`src/rtl/bus_ctrl_pkg.sv`:
```
// Shared definitions for the tri-state bus sequencing master.
// State encodings are plain logic constants so older netlists and
// waveform scripts that decode the raw state value keep working.
package bus_ctrl_pkg;

  // Width of the read wait down-counter; RD_WAIT must fit in it (0..15).
  localparam int WAIT_W = 4;

  typedef logic [2:0] state_t;

  localparam logic [2:0] ST_IDLE      = 3'd0;
  localparam logic [2:0] ST_WR_SETUP  = 3'd1;
  localparam logic [2:0] ST_WR_STROBE = 3'd2;
  localparam logic [2:0] ST_RD        = 3'd3;
  localparam logic [2:0] ST_TURN      = 3'd4;

endpackage

```
`src/rtl/bus_ctrl.sv`:
```
// Sequencing master for the shared tri-state data bus, upstream of the
// data driver. Write cycles drive drv_en/drv_data into the driver; read
// cycles release the bus and sample bus_data_in after RD_WAIT extra cycles.
// Every transaction ends with a one-cycle TURN state in which nobody
// drives, so driver and memory are never on the bus together.
//
// Optional build macro: BUS_CTRL_XCHECK_EN adds rsp_err, flagging reads
// whose captured data contains X or Z bits (floating or contended bus).
//
// state     | meaning
// ----------+---------------------------------------------------------
// IDLE      | req_ready high, waiting for a request
// WR_SETUP  | driver enabled with write data, address settling
// WR_STROBE | driver enabled, bus_wr strobe high
// RD        | bus released, bus_rd high, wait counter running
// TURN      | bus idle turnaround, rsp_valid pulse
module bus_ctrl
  import bus_ctrl_pkg::*;
#(
  parameter int DWIDTH  = 8,
  parameter int AWIDTH  = 5,
  parameter int RD_WAIT = 1
) (
  input  logic              clk,
  input  logic              rst,
  input  logic              req_valid,
  output logic              req_ready,
  input  logic              req_write,
  input  logic [AWIDTH-1:0] req_addr,
  input  logic [DWIDTH-1:0] req_wdata,
  output logic              rsp_valid,
  output logic [DWIDTH-1:0] rsp_rdata,
`ifdef BUS_CTRL_XCHECK_EN
  output logic              rsp_err,
`endif
  output logic [AWIDTH-1:0] bus_addr,
  output logic              bus_rd,
  output logic              bus_wr,
  output logic              drv_en,
  output logic [DWIDTH-1:0] drv_data,
  input  logic [DWIDTH-1:0] bus_data_in
);

  localparam logic [WAIT_W-1:0] RD_WAIT_INIT = WAIT_W'(RD_WAIT);

  state_t            state;
  logic [WAIT_W-1:0] wait_cnt;
  logic              rd_last;

  // Last RD cycle: the wait counter has reached terminal count.
  always_comb begin
    rd_last = (state == ST_RD) && (wait_cnt == '0);
  end

  // Transaction FSM; every output is registered and set for the next state.
  always_ff @(posedge clk) begin
    if (rst) begin
      state     <= ST_IDLE;
      wait_cnt  <= '0;
      req_ready <= 1'b1;
      rsp_valid <= 1'b0;
      rsp_rdata <= '0;
      bus_addr  <= '0;
      bus_rd    <= 1'b0;
      bus_wr    <= 1'b0;
      drv_en    <= 1'b0;
      drv_data  <= '0;
    end else begin
      rsp_valid <= 1'b0;
      case (state)
        ST_IDLE: begin
          if (req_valid && req_ready) begin
            req_ready <= 1'b0;
            bus_addr  <= req_addr;
            if (req_write) begin
              drv_data <= req_wdata;
              drv_en   <= 1'b1;
              state    <= ST_WR_SETUP;
            end else begin
              bus_rd   <= 1'b1;
              wait_cnt <= RD_WAIT_INIT;
              state    <= ST_RD;
            end
          end
        end
        ST_WR_SETUP: begin
          bus_wr <= 1'b1;
          state  <= ST_WR_STROBE;
        end
        ST_WR_STROBE: begin
          bus_wr    <= 1'b0;
          drv_en    <= 1'b0;
          rsp_valid <= 1'b1;
          state     <= ST_TURN;
        end
        ST_RD: begin
          if (rd_last) begin
            rsp_rdata <= bus_data_in;
            bus_rd    <= 1'b0;
            rsp_valid <= 1'b1;
            state     <= ST_TURN;
          end else begin
            wait_cnt <= wait_cnt - 1'b1;
          end
        end
        ST_TURN: begin
          req_ready <= 1'b1;
          state     <= ST_IDLE;
        end
        default: begin
          // Unreachable encodings recover to a quiet bus.
          req_ready <= 1'b1;
          bus_rd    <= 1'b0;
          bus_wr    <= 1'b0;
          drv_en    <= 1'b0;
          state     <= ST_IDLE;
        end
      endcase
    end
  end

`ifdef BUS_CTRL_XCHECK_EN
  // Flag a read whose captured data has any X/Z bit; pulses with rsp_valid.
  always_ff @(posedge clk) begin
    if (rst) begin
      rsp_err <= 1'b0;
    end else if (rd_last) begin
      rsp_err <= ((^bus_data_in) === 1'bx);
    end else begin
      rsp_err <= 1'b0;
    end
  end
`endif

endmodule
```
`config.mk`:
```
export PLATFORM = sky130hd
export DESIGN_NAME = bus_ctrl
export DESIGN_NICKNAME = d
export VERILOG_FILES = /design/src/rtl/bus_ctrl_pkg.sv /design/src/rtl/bus_ctrl.sv
export SDC_FILE = /design/constraint.sdc
export NUM_CORES = 1
export LEC_CHECK = 0
export CORE_ASPECT_RATIO = 1.5
export CORE_MARGIN = 1
export CORE_UTILIZATION = 47
export DETAILED_ROUTE_END_ITERATION = 10
export PLACE_DENSITY = 0.86
export SYNTH_ARGS = -nofsm -noshare
export SYNTH_HDL_FRONTEND = slang
export SYNTH_SLANG_ARGS = --single-unit
```
`constraint.sdc`:
```
create_clock -name clk -period 4.9 [get_ports clk]
set_clock_uncertainty 0.1 [all_clocks]
set_input_delay 1.225 -clock clk [delete_from_list [all_inputs] [get_ports clk]]
set_output_delay 1.225 -clock clk [all_outputs]
set_load 0.02 [all_outputs]
```
==> metrics.txt <==
outcome=completed; most common library cells after synthesis=dfxtp_1, nor2_1, mux2i_1; most common cell in the synthesized netlist=dfxtp_1; final slew viol count=0; Iter 0 DRT Violations=34; Hold Crit Class=flip-flop to flip-flop; Seq cells post-synth=33; largest net degree at the start of global routing=34; Die H=just under 70 microns; Fmax achieved=359.9 MHz; initial antenna violation count=0; Num CTS Buffers=5; slowest CP cell=clkdlybuf4s50_1; Final Hold Viols=0; Area after DPL=roughly 0.0019 sq mm; Gate Count Post-Synth=approximately 140; fin crit period=2.779 ns; post-route cell area=~0.0020 sq mm; crit path buf inv count=1; Post-synth ARST share=0%; M1 wire length=~1300 microns; Seq/Total Area, Yosys=46.89%; Core ar.=0.002883 sq mm; dominant cell type by area after synthesis=dfxtp_1; fin worst setup slack=2.121 ns; WP data required=4.96 ns; post-DP HPWL=about 2400 microns; Mapped Area=roughly 0.0014 sq mm; GR Util All Layers=around a quarter; top cell type's share of synthesized area=a little under half; DR WL/cell=approximately 14 microns; Hold WS=approximately 0.38 ns; crit path max fanout=33; H-tree depth=2; drt drc=0; die area=~0.0032 sq mm; Root Driver=clkbuf_8; nets=about 220; antenna fix cells=0; hold buffers post-CTS=0; IO buf count=50; first-pass GRT wire length=5478 microns; nature of the critical path endpoint=flip-flop; met3 WL post-DR=between 200 and 250 microns; post-route insts no fill=approximately 230; worst slack, placed=1.835 ns; Max VDD drop=about 0.27 mV; kind of cell adding the most delay to the critical path=buffers and inverters; clock sink count=33; period utilization=between 50% and 60%; dominant cells by area after synthesis=dfxtp_1, mux2i_1, nor2_1; Design Power=between 0.6 and 0.7 mW; DRT Pass-1 Iters=4; RSZ-0062 raised after global routing=false; Post-Route WL=around 3300 microns; CTS tree=built; WL met2=about 1700 microns; maximum root-to-sink buffer count=2; Syn Nets=165; Placed Cells=roughly 220; Crit Path Category=input port to flip-flop; Layout area overhead=42.36%; Max-Cap Viols=0; count of final setup violators=0; Synth Area per Inst=10.14 sq um; Synth warnings=0; clock latency on the worst-skew pair=between 0.2 and 0.3 ns; crit start category=input port; worst endpoint data arrival time=2.84 ns; Critical Path, Cell by Cell=clkdlybuf4s50_1 > nor2_1 > nand2_1 > a21oi_1; Top Metal Used=met4; routed vias/inst=around 5.3; worst slew pin tran=around 1.2 ns; Row Count=24; vias in the first global route=around 1,200; width of the die=roughly 47 microns; Core Util, Final=approximately 70%; area taken by multi-input logic gates=698.2 sq um; Slew HR=between 10% and 20%; DR vias=around 1,200; post-route ant nets=0; # resized after CTS=0; Ports=about 50; crit-path max cell delay=1.27 ns; Distinct cells, synth=43; post-CTS setup buffer count=0; initial core utilization=48.87%; Worst-path clk slew=around 0.070 ns; EDFF count, synth=0; setup_tns=0 ns; Reg area=approximately 660 sq um; layout cells sized above 1=around an eighth; P per Cell Area=311.8 mW/mm^2; Primary FF master, synth=dfxtp_1; Fillers=roughly 230; total grt overflow=0; leakage=around 0.83 nW; GPL Wtd Cong=about 0.75
[report_power, final]
part	switching (mW)	leakage [nW]	internal, mW
clock	0.103	0.0439	0.0979
sequential	0.0138	0.268	0.283
combinational	0.0613	0.518	0.0660
total	0.178	0.831	0.447
[cells by family (layout without fill, tap and decap cells)]
family	after synthesis	after routing	share of synthesized area [%]
buffers and inverters	10	61	3.552
and+or+nand+nor	57	57	24.78
muxes	21	21	14.92
DFF	33	33	46.89
AOI/OAI and AO/OA	17	17	8.970
adders and majority gates	1	1	0.8880
[metal layers]
layer | global-route usage, % | vias up
met5 | 0 | -
met4 | 11.43 | 0
met3 | 10.73 | 4
met2 | 38.43 | 43
met1 | 25.00 | 578
li1 | - | 581
[worst register-to-register path: stages, from the launching register on]
cell	delay, ns
dfxtp_1	0.34
inv_1	0.08
ha_1	0.20
or3b_4	0.46
nor2_8	0.23
mux2i_1	0.22
nor2_1	0.06
[registers in the layout (all words and copies together) (netlist names)]
name / cells
bus_addr: 5
bus_rd: 1
bus_wr: 1
drv_data: 8
drv_en: 1
req_ready: 1
rsp_rdata: 8
rsp_valid: 1
state: 3
wait_cnt: 4
[cell usage in the layout (no fill, tap or decap), types with 2 or more instances in the layout]
cell type	Yosys	final
inv_1	3	3
nor2_2	2	2
o21bai_1	2	2
clkinv_2	0	2
dfxtp_1	33	33
nand2_1	5	5
clkbuf_8	0	5
a21oi_1	7	7
nor3_1	2	2
clkdlybuf4s50_1	0	50
mux2i_1	21	21
nand2b_1	2	2
nor2_1	26	26
[worst paths after layout]
check / cells after the start / to / slack [ns] / start
worst min register to register: 2 / req_ready / 0.38 / req_ready
worst min-delay path: 2 / req_ready / 0.38 / req_ready
worst max register to register: 6 / rsp_rdata[1] / 3.04 / wait_cnt[0]
worst max-delay path: 4 / state[2] / 2.12 / rst
[final cells by class]
| cell class | instances | share of cell area, % |
|---|---|---|
| Multi-Input combinational cell | 96 | 34.81 |
| Clock buffer | 5 | 3.431 |
| Sequential cell | 33 | 32.94 |
| Clock inverter | 3 | 0.8734 |
| Tap cell | 39 | 2.433 |
| Inverter | 3 | 0.5614 |
| Timing Repair Buffer | 50 | 24.95 |
No activity file was read; power rests on OpenSTA's default activity.
